$ cat config.mk
export PLATFORM = sky130hd
export DESIGN_NAME = demapper_qam16
export DESIGN_NICKNAME = d
export VERILOG_FILES = /design/src/rtl/demapper_qam16.sv
export SDC_FILE = /design/constraint.sdc
export NUM_CORES = 1
export LEC_CHECK = 0
export CAP_MARGIN = 30
export CORE_MARGIN = 3
export CORE_UTILIZATION = 39
export CTS_BUF_LIST = sky130_fd_sc_hd__clkbuf_2
export DETAILED_ROUTE_END_ITERATION = 8
export PLACE_DENSITY = 0.79
export SYNTH_ARGS = -nofsm -noshare
export SYNTH_HDL_FRONTEND = slang
export SYNTH_SLANG_ARGS = --single-unit
$ cat constraint.sdc
create_clock -name clk -period 1.4 [get_ports clk]
set_input_delay 0.28 -clock clk [delete_from_list [all_inputs] [get_ports clk]]
set_output_delay 0.28 -clock clk [all_outputs]
set_load 0.03 [all_outputs]
$ cat src/rtl/demapper_qam16.sv
//------------------------------------------------------------------------------
// Module      : demapper_qam16
// Description : 16-QAM hard-decision demapper. Slices a signed I/Q symbol into
//               a 4-bit Gray nibble {sI, mI, sQ, mQ}, buffers it in a one-entry
//               hold register and serialises it MSB-first on data_out.
// Revision    : 1.0 - initial release
//------------------------------------------------------------------------------
`default_nettype none

module demapper_qam16 #(
  parameter int width_data = 16,
  parameter int thr        = 8192,
  parameter int wid_cnt    = 16
) (
  input  logic                  clk,
  input  logic                  rst_n,
  input  logic                  start,
  input  logic [width_data-1:0] data_I,
  input  logic [width_data-1:0] data_Q,
  input  logic                  clr_ovf,
  output logic                  ready,
  output logic                  data_out,
  output logic                  valid_out,
  output logic                  last_bit,
  output logic                  overflow,
  output logic [wid_cnt-1:0]    sym_count
);

  // Decision thresholds as signed constants of the sample width
  localparam logic signed [width_data-1:0] c_THR_P = width_data'(thr);
  localparam logic signed [width_data-1:0] c_THR_N = width_data'(-thr);
  localparam logic signed [width_data-1:0] c_ZERO  = '0;

  typedef enum logic [0:0] {
    S_IDLE  = 1'b0,
    S_SHIFT = 1'b1
  } state_t;

  state_t       r_state;
  state_t       w_state_nxt;
  logic [1:0]   r_cnt;
  logic [1:0]   w_cnt_nxt;
  logic [3:0]   r_shift;
  logic [3:0]   w_shift_nxt;
  logic [3:0]   r_hold;
  logic         r_hold_full;
  logic         r_overflow;
  logic [wid_cnt-1:0] r_sym_count;

  logic         w_drain;
  logic         w_ready;
  logic         w_accept;
  logic         w_drop;
  logic [1:0]   w_bits_I;
  logic [1:0]   w_bits_Q;

  // Pure signed compares; the most negative code falls out as outer/negative
  function automatic logic [1:0] f_slice(input logic [width_data-1:0] x);
    logic signed [width_data-1:0] v;
    v = $signed(x);
    f_slice[1] = (v >= c_ZERO);
    f_slice[0] = (v > c_THR_N) && (v < c_THR_P);
  endfunction

  // Slice both rails and derive the hold-register handshake
  always_comb begin
    w_bits_I = f_slice(data_I);
    w_bits_Q = f_slice(data_Q);
    // The shifter takes the held symbol at the next edge in these states
    w_drain  = (r_state == S_IDLE) || ((r_state == S_SHIFT) && (r_cnt == 2'd3));
    w_ready  = !r_hold_full || w_drain;
    w_accept = start && w_ready;
    w_drop   = start && !w_ready;
  end

  // Shifter FSM: next state, bit counter and shift register load
  always_comb begin
    w_state_nxt = r_state;
    w_cnt_nxt   = r_cnt;
    w_shift_nxt = r_shift;
    case (r_state)
      S_IDLE: begin
        if (r_hold_full) begin
          w_state_nxt = S_SHIFT;
          w_shift_nxt = r_hold;
          w_cnt_nxt   = 2'd0;
        end
      end
      S_SHIFT: begin
        if (r_cnt == 2'd3) begin
          w_cnt_nxt = 2'd0;
          if (r_hold_full) begin
            w_shift_nxt = r_hold;
          end else begin
            w_state_nxt = S_IDLE;
          end
        end else begin
          w_cnt_nxt = r_cnt + 2'd1;
        end
      end
      default: begin
        w_state_nxt = S_IDLE;
        w_cnt_nxt   = 2'd0;
      end
    endcase
  end

  // FSM state, counter and shift register
  always_ff @(posedge clk or negedge rst_n) begin
    if (!rst_n) begin
      r_state <= S_IDLE;
      r_cnt   <= 2'd0;
      r_shift <= 4'd0;
    end else begin
      r_state <= w_state_nxt;
      r_cnt   <= w_cnt_nxt;
      r_shift <= w_shift_nxt;
    end
  end

  // One-entry hold register: a new symbol may overwrite it in the drain cycle
  always_ff @(posedge clk or negedge rst_n) begin
    if (!rst_n) begin
      r_hold      <= 4'd0;
      r_hold_full <= 1'b0;
    end else if (w_accept) begin
      r_hold      <= {w_bits_I, w_bits_Q};
      r_hold_full <= 1'b1;
    end else if (r_hold_full && w_drain) begin
      r_hold_full <= 1'b0;
    end
  end

  // Sticky overflow (a drop beats a simultaneous clear) and symbol counter
  always_ff @(posedge clk or negedge rst_n) begin
    if (!rst_n) begin
      r_overflow  <= 1'b0;
      r_sym_count <= '0;
    end else begin
      if (w_drop) begin
        r_overflow <= 1'b1;
      end else if (clr_ovf) begin
        r_overflow <= 1'b0;
      end
      if ((r_state == S_SHIFT) && (r_cnt == 2'd3)) begin
        r_sym_count <= r_sym_count + 1'b1;
      end
    end
  end

  // Serial outputs decoded from the shifter state; data_out is quiet when idle
  always_comb begin
    valid_out = (r_state == S_SHIFT);
    last_bit  = (r_state == S_SHIFT) && (r_cnt == 2'd3);
    data_out  = (r_state == S_SHIFT) && r_shift[2'd3 - r_cnt];
    ready     = w_ready;
    overflow  = r_overflow;
    sym_count = r_sym_count;
  end

endmodule

`default_nettype wire

Word level (Yosys, flattened, before mapping)
Index checks and enable logic that the tools add are counted.
Cells by class
  $lt $le $gt $ge: 7
  bitwise operators: 1
  equality and inequality tests: 3
  muxes and demuxes: 15
  add/sub/neg operators: 3
  reduce and logical (&&, ||, !) cells: 13
Operators with widths (count)
  16-bit by 1-bit >= comparator with 1-bit output, second input constant: 2
  16-bit by 14-bit > comparator with 1-bit output, second input constant: 2
  16-bit by 15-bit less-than comparator with 1-bit output, second input constant: 2
  16-bit by 1-bit adder with 16-bit output, second input constant: 1
  4-bit 2-to-1 mux: 2
  4-bit one-hot mux with 2 select lines: 1
  1-bit logical AND: 7
  1-bit 2-to-1 mux: 7
  2-bit 2-to-1 mux: 2
  2-bit one-hot mux with 2 select lines: 1
  2-bit nonzero test: 2
  2-bit by 3-bit less-than comparator with 1-bit output, second input constant: 1
  2-bit by 1-bit adder with 2-bit output, second input constant: 1
  1-bit binary-select mux with 2-bit select: 1
  2-bit equality test, second input constant: 1
  1-bit logical NOT: 2
  1-bit logical OR: 2
  2-bit by 1-bit != test with 1-bit output, second input constant: 1
  2-bit != test, second input constant: 1
  1-bit one-hot mux with 2 select lines: 1
  2-bit subtractor, first input constant: 1
  1-bit NOT: 1
Word-level totals
  output and inout port bits: 21
  register bits: 29
  input port bits: 36
  word-level logic and storage cells: 49

Depth between registers and ports, before layout
Gate-level depths: netlist (run 1).
  depth after elaboration: 7
  gate-level depth with buffers: 5
  mapped depth without buffers: 5

Worst setup path after synthesis (run 1)
Ideal clock, no wire load.
  path kind: register -> register
  from: register r_state, in the netlist valid_out
  to: register r_sym_count[1], in the netlist sym_count[1]
  cell stages (with the launch flop): 4
  arrival: 1.567 ns
  clock period less this slack: 1.691 ns
  library setup time: 0.125 ns
  buffers on the path: 1
  setup slack: -0.291 ns
  required time: 1.275 ns
  cells stage by stage: dfrtp_1 -> and2_1 -> clkbuf_1 -> mux2_2
Between the ends
  longest elaborated chain between the ends: 1
Ends and longest elaborated chain
  start: declaration: RTL line 39  | state_t r_state;
  start signal: assignment: RTL line 115  | r_state <= w_state_nxt;
  1-bit logical AND
  named net last_bit: RTL line 24  | output logic last_bit,
  end signal: assignment: RTL line 146  | r_sym_count <= r_sym_count + 1'b1;
  end: declaration: RTL line 48  | logic [wid_cnt-1:0] r_sym_count;
The timed path passes the listed nets, and every way through them passes these cells.
A chain may end at the register's enable or synchronous reset.

Final worst setup path (run 1)
  from: register r_cnt[0]
  to: output port data_out
Between the ends
  longest elaborated chain between the ends: 4
Ends and longest elaborated chain
  start: declaration: RTL line 41  | logic [1:0] r_cnt;
  start signal: assignment: RTL line 116  | r_cnt <= w_cnt_nxt;
  2-bit subtractor: RTL line 155  | data_out = (r_state == S_SHIFT) && r_shift[2'd3 - r_cnt];
  1-bit binary-select mux with 2-bit select: RTL line 155
  1-bit 2-to-1 mux (not written as such): RTL line 155
  1-bit logical AND: RTL line 155
  end: declaration: RTL line 22  | output logic data_out,
No other way between the ends. The select of a mux whose other input is x is not followed.

==> metrics list, run 1 <==
- After the first detailed-routing iteration, the DRC count stood at 40.
* Starting Density: between 40% and 50%
- Number of buffers created by CTS: 5
- At the worst endpoint, the required time is approximately 1100 ps.
- F_max: 554.2 MHz
* Overall track demand over capacity in global routing: 16.81%
- Data arrives at the worst endpoint at between 1500 and 2000 ps.
- Xor and xnor area share after synthesis: 9.896%
- Portion of the clock cycle consumed by the worst path in the final layout: 128.9%
- Combined area of all synthesized cells: approximately 0.0013 sq mm
- P&R area growth vs syn: 61.73%
- Crit Reg-Reg Endpoint: sym_count[10]$_DFFE_PN0P_
- The final layout contains 232 nets.
- Count of yosys warnings during synthesis: 0
* # IOs: 57
- Tightest hold margin: around 280 ps
- Number of pins exceeding their max-slew limit in the final report: 0
- Setup repair after global routing could not meet its margin everywhere.
* Avg Inst Size Synth: 11.44 sq um
- After clock tree synthesis, the clock-pin slew on the worst setup and hold paths is 140 ps.
* Post-route DRC: 0
- Fraction of layout cells with a size suffix above 1: 36.92%
- TritonCTS built the clock tree.
- Leading cell type in the layout, fill and taps excluded: sky130_fd_sc_hd__clkdlybuf4s50_1
* Clock Tree Root: sky130_fd_sc_hd__clkbuf_2
- The detail route stage leaves a number of antenna-violating nets equal to 0.
- Number of sinks on the clock net: 29
- Mux cell area share after synthesis: between 5 and 6%
* Maximum number of pins on one net before global-route repair: 30
* Number of nets produced by synthesis: around 150
- Subtracting the final worst setup slack from the clock period gives 1804 ps.
- Largest vdd supply drop: about 0.001 V
- Relative slew margins: 80.65%
- Summing the areas of all compound-gate instances in the mapped netlist gives about 4.0% of the synthesized area.
- Deepest level of the CTS H-tree: 2
- Routability congestion estimate from global placement: 0.7238
* Setup TNS Final: -1836 ps
- Syn Inst Count: around 120
- Total half-perimeter wirelength after legalization and detailed placement: 2.437 mm
- Buffers placed on the I/O ports in this run total 56.
- Type of origin of the critical path: flop
* Die Outline Area: 0.004140 sq mm
- The synthesized netlist devotes 1.885% of its cell area to adder and majority cells.
- The routed design has approximately 3.1 mm of wire.
* Outcome: finished, violations left
* Sequential share of the synthesized area: 54.67%
- Number of diodes: 0
* Via Count: 1187
* CORE AREA: 0.003153 sq mm
- Min-Delay Path Class: primary input to asynchronous set/reset pin
* Crit-path max FO: 2
- Timing analysis after detailed placement gives a worst setup slack of -503.4 ps.
- The hold violation total from the final report was 0.
- Die X-Extent: 64.34 um
- The clock reaches the later pin of the worst-skew pair after 340 ps.
* Overflow left after global routing: 0
* Final-report setup violation count: 18
- Counting cells, the worst reg-to-reg path comes to 6.
* Post-layout util: 68.10%
* Most frequent cells in the layout: sky130_fd_sc_hd__clkdlybuf4s50_1, sky130_fd_sc_hd__dfrtp_1, sky130_fd_sc_hd__buf_4, sky130_fd_sc_hd__nand2_1, sky130_fd_sc_hd__clkbuf_2
* R2R Setup Slk: -140 ps
- Startpoint of the most critical register-to-register path: r_cnt[0]$_DFFE_PN0P_
- In the final routed layout, each cell accounts on average for 13.11 um.
- The most critical setup path has its startpoint at r_cnt[0]$_DFFE_PN0P_.
- Fraction of the mapped netlist area in simple logic gates: around 23%
* Floorplan die height: between 60 and 70 um
* Maximum buffer depth of the clock tree: 2
- Power density over the cells: approximately 1600 mW/mm^2
- By area, the combinational part of the netlist is dominated by simple AND/OR/NAND/NOR gates.
* Number of global-route vias before repair: 1295
- Yosys mapped the design onto 27 distinct sky130hd cell types.
- For this run, the detailed router's first-pass iteration total came to 4.
- Violated checks: setup timing
- The first global-routing pass estimated ~5.4 mm of wire.
* Transition time of the tightest slew-check pin: 286.2 ps
- Filler cell count: 278
- Crit path kind: flop to output port
- CTS Hold Bufs: 0
* Vias per cell: 4.967
- On the final layout, the worst clock skew is between 7 and 8 ps.
* Initial antenna violation count: 0
- Crit path setup slack, layout: -404.4 ps
- The synthesized design contains 29 register bits.
- P_leak: between 0.9 and 1 nW
- Overall Power: between 3 and 4 mW
- Endpoint kind of the worst setup timing path: output port
- After floorplanning, the core was divided into 20 placement rows.
- The tool flagged a number of max-cap violations equal to 0.
-- cell usage after synthesis (all sizes together) --
master	number	area (sq um)
dfrtp	29	725.7
nand2	16	60.06
xnor2	11	96.34
nand4	6	52.55
mux2	5	56.30
nor2	5	18.77
o21ai	5	25.02
nand3	4	20.02
nor3	4	36.29
nor4	4	25.02
xor2	4	35.03
and3	3	18.77
inv	3	11.26
o22ai	3	18.77
and2	2	12.51
and4	2	17.52
ha	2	25.02
nand2b	2	12.51
nor4b	2	17.52
a22o	1	8.760
clkbuf	1	3.750
mux4	1	22.52
nand3b	1	7.510
-- layer usage --
layer / GRT usage, % / part of all wire (%) / up-vias
met1: 16.46 / 37 / 552
li1: - / - / 567
met3: 5.272 / 9.3 / 4
met2: 31.70 / 53 / 64
met5: 0 / 0 / -
met4: 7.652 / 0.83 / 0
-- where the power goes --
part	leakage, nW	switching (mW)	internal, mW
sequential	0.362	0.204	1.09
clock	0.0332	0.266	0.148
combinational	0.593	0.860	0.824
total	0.988	1.33	2.06
-- area by class of cell --
type / instances / area [sq um] / area share [%]
inverter: 3 / 11.26 / 0.5245
clock buffer: 8 / 40.04 / 1.865
tap: 44 / 55.05 / 2.564
timing repair buffer: 72 / 631.9 / 29.43
multi-input combinational: 83 / 673.1 / 31.35
sequential: 29 / 735.7 / 34.27
-- registers in the layout (all words and copies together), names as in the netlist --
signal	count
sym_count	16
r_hold	4
r_shift	4
r_cnt	2
overflow	1
r_hold_full	1
valid_out	1
-- stage by stage --
| step | instances | area [sq um] |
|---|---|---|
| finish | 239 | 2147 |
| global route | 239 | 2147 |
| CTS | 237 | 2168 |
| detailed placement | 228 | 2067 |
| global placement | 228 | 2067 |
| floorplan | 116 | 1356 |
-- repair_timing --
item | 4_1_cts | 5_1_grt
pin swaps | 7 | 4
endpoints found under the setup margin | 34 | 37
setup buffers | 1 | 2
gates resized for setup | 66 | 26
-- critical path, stage by stage (launching register included) --
cell,delay [ps]
sky130_fd_sc_hd__dfrtp_1,400
sky130_fd_sc_hd__mux4_2,510
sky130_fd_sc_hd__and2_4,160
sky130_fd_sc_hd__buf_6,130
-- worst max-delay path by stage --
stage                                  endpoint  slack [ps]  depth (start not counted)
final                                  data_out        -400                          3
after global routing                   data_out        -480                          3
after CTS                              data_out        -420                          3
after detailed placement               data_out        -500                          3
after global placement                 data_out        -470                          3
after floorplan           r_hold[1]$_DFFE_PN0P_         -40                          4
-- kinds of logic after synthesis --
| kind of cell | after synthesis |
|---|---|
| AND/OR/NAND/NOR | 51 |
| flip-flops | 29 |
| XOR/XNOR | 15 |
| AO/OA/AOI/OAI | 9 |
| multiplexers | 6 |
| buffers and inverters | 4 |
| adder cells (fa/ha/maj) | 2 |
Note: power is estimated with default switching activity, not from simulation.
==> run 2, diff against run 1 <==
--- a/config.mk
+++ b/config.mk
@@ -5,7 +5,7 @@
 export SDC_FILE = /design/constraint.sdc
 export NUM_CORES = 1
 export LEC_CHECK = 0
-export CAP_MARGIN = 30
+export CAP_MARGIN = 10
 export CORE_MARGIN = 3
 export CORE_UTILIZATION = 39
 export CTS_BUF_LIST = sky130_fd_sc_hd__clkbuf_2
==> constraint.sdc (replaced) <==
create_clock -name clk -period 1.4 [get_ports clk]
set_input_delay 0.35 -clock clk [delete_from_list [all_inputs] [get_ports clk]]
set_output_delay 0.35 -clock clk [all_outputs]
set_load 0.03 [all_outputs]
==> metrics list, run 2 (synthesized netlist as in run 1, its figures left out) <==
- The run finished, with violations left.
* Violated checks: setup timing
- The worst hold path belongs to the class primary input to asynchronous set/reset pin.
- Transition time of the tightest slew-check pin: about 270 ps
- Wire length of the first global-routing pass: about 5.8 mm
* Number of global-route vias before repair: 1335
- Initial antenna violation count: 0
- The detailed router finished its first iteration with 45 violations.
- Number of sinks on the clock net: 29
- The number of buffers and inverters on the critical path is 1.
- P_leak: ~1.1 nW
- The worst setup path is launched from a flop.
* F_max: 522.6 MHz
- Pre-CTS worst setup slack: -559.5 ps
- Total Wirelength: 3.351 mm
* Number of nets in the finished design: 246
- The worst setup path is captured at an output port.
* Clock Tree Root: sky130_fd_sc_hd__clkbuf_2
- Entering global routing, the biggest net connects 30 pins.
- The floorplan step defined a core boundary enclosing 0.003153 sq mm.
- Number of buffers created by CTS: 5
* Max reg flops: 16
- Post-route DRC: 0
* P&R area growth vs syn: 73.99%
- Summed over all nets, the half-perimeter wirelength after detailed placement is 2.473 mm.
- After layout, the minimum clock period comes to 1913 ps.
- Routability congestion estimate from global placement: 0.7745
* Critical path's slowest cell: sky130_fd_sc_hd__mux4_2
- Worst-skew pair later-pin latency: about 370 ps
- Fraction of layout cells with a size suffix above 1: a little over two fifths
* Post-layout util: between 70% and 80%
- Endpoint required time on the critical path: 1050 ps
- The critical path crosses 3 cells after its start point.
* Die X-Extent: between 60 and 70 um
* Setup clock skew after layout: 18.21 ps
* Final hold vios: 0
- Die Outline Area: 0.004140 sq mm
- Worst path arrival time: 1560 ps
* Clock tree from TritonCTS: built
* Kind of cell with the highest combined delay on the critical path: multiplexers
- After layout, the worst path uses 136.7% of the clock period.
- Largest vdd supply drop: 0.001010 V
* Largest stage delay, worst path: ~500 ps
- Setup repair after global routing could not meet its margin everywhere.
- Overall track demand over capacity in global routing: 18.47%
- The max-slew violation count was 0.
- Counting cells, the worst reg-to-reg path comes to 6.
- The critical path is of the flop to output port type.
* Final-report setup violation count: 25
- Dividing total power by cell area gives a power density of 1599 mW/mm^2.
- Deepest level of the CTS H-tree: 2
- Number of detailed-route iterations in the first pass: 4
* Max-cap violations: 0
* Maximum buffer depth of the clock tree: 2
- Vias per cell: 4.957
- Wirelength per Cell: 13.25 um
- Walking the worst path, the cells encountered are mux4_2 > and2_4 > buf_6.
- After clock tree synthesis, the clock-pin slew on the worst setup and hold paths is 160 ps.
- In this run the worst path has a maximum fanout of 2.
- Number of placement rows: 20
- Via Count: 1254
* Relative slew margins: roughly 82%
* Overflow left after global routing: 0
- The top cell types in the final layout, fill and taps aside, are sky130_fd_sc_hd__clkdlybuf4s50_1, sky130_fd_sc_hd__buf_4, sky130_fd_sc_hd__dfrtp_1, sky130_fd_sc_hd__nand2_1, sky130_fd_sc_hd__buf_6.
- Starting Density: between 40 and 50%
- Count of nets left with antenna violations after detail routing: 0
- Number of diodes: 0
- The die is roughly 64 um tall.
- In the post-route analysis, the smallest setup slack over all paths is -513.4 ps.
- # IOs: 57
- The count of buffers added on input and output ports is 56.
run 2: changes by cell type in the layout (fill, tap and decap cells not counted), moves of 2 or more:
| cell | change |
|---|---|
| sky130_fd_sc_hd__buf_2 | -7 |
| sky130_fd_sc_hd__buf_4 | +20 |
| sky130_fd_sc_hd__buf_6 | +8 |
| sky130_fd_sc_hd__clkbuf_2 | -7 |
| sky130_fd_sc_hd__clkdlybuf4s15_2 | -2 |
| sky130_fd_sc_hd__clkinv_2 | +2 |
| sky130_fd_sc_hd__xor2_1 | -2 |
| sky130_fd_sc_hd__xor2_2 | +2 |
run 2: metrics by stage:
stage,hold WS (ps),cell area (sq um),std cells,setup TNS (ps),power (mW)
2_1_floorplan,54.41,1356,116,-203.4,2.193
3_3_place_gp,461.0,2032,228,-1474,2.830
3_5_place_dp,470.8,2032,228,-2063,2.904
4_1_cts,302.8,2198,243,-2366,3.583
5_1_grt,285.5,2310,253,-4990,3.952
6_report,318.8,2310,253,-2789,3.692
run 2: area by class of cell:
cell class	count	area, sq um
multi-input combinational	83	678.2
timing repair buffer	86	789.5
fill	236	843.3
clock buffer	6	30.03
tap	44	55.05
sequential	29	735.7
clock inverter	2	10.01
inverter	3	11.26
run 2: worst register-to-register path, stage by stage (launching register included):
cell                      delay [ps]
sky130_fd_sc_hd__dfrtp_1         410
sky130_fd_sc_hd__buf_4           140
sky130_fd_sc_hd__ha_4            150
sky130_fd_sc_hd__nand4_4         140
sky130_fd_sc_hd__nor3_4          240
sky130_fd_sc_hd__and3_1          210
sky130_fd_sc_hd__xor2_1          170
run 2: power by group:
part           internal [mW]  leakage [nW]  total [mW]  switching [mW]
Sequential              1.09         0.362        1.30           0.208
Clock                  0.125        0.0327       0.412           0.287
Combinational           1.05         0.671        1.98           0.932
run 2: path summary, 6_finish.rpt:
| path | end | startpoint | slack (ps) |
|---|---|---|---|
| worst min-delay path | sym_count[14]$_DFFE_PN0P_ | rst_n | 320 |
| worst min register to register | sym_count[15]$_DFFE_PN0P_ | sym_count[15]$_DFFE_PN0P_ | 480 |
| worst max register to register | sym_count[9]$_DFFE_PN0P_ | r_cnt[0]$_DFFE_PN0P_ | -150 |
| min in group clk | sym_count[15]$_DFFE_PN0P_ | sym_count[15]$_DFFE_PN0P_ | 480 |
| worst max-delay path | data_out | r_cnt[0]$_DFFE_PN0P_ | -510 |
| max in group asynchronous | sym_count[0]$_DFFE_PN0P_ | rst_n | 890 |
run 2: timing repair:
action,in CTS,in global routing
gates resized for setup,36,7
setup buffers,8,10
hold buffers,0,0
setup endpoints to repair,31,34
pin swaps,5,1
run 2: metal layers:
layer	track usage [%]	wire (um)
met1	19.57	1225
met2	33.25	1745
met3	5.975	318
met4	7.916	61
met5	0	0
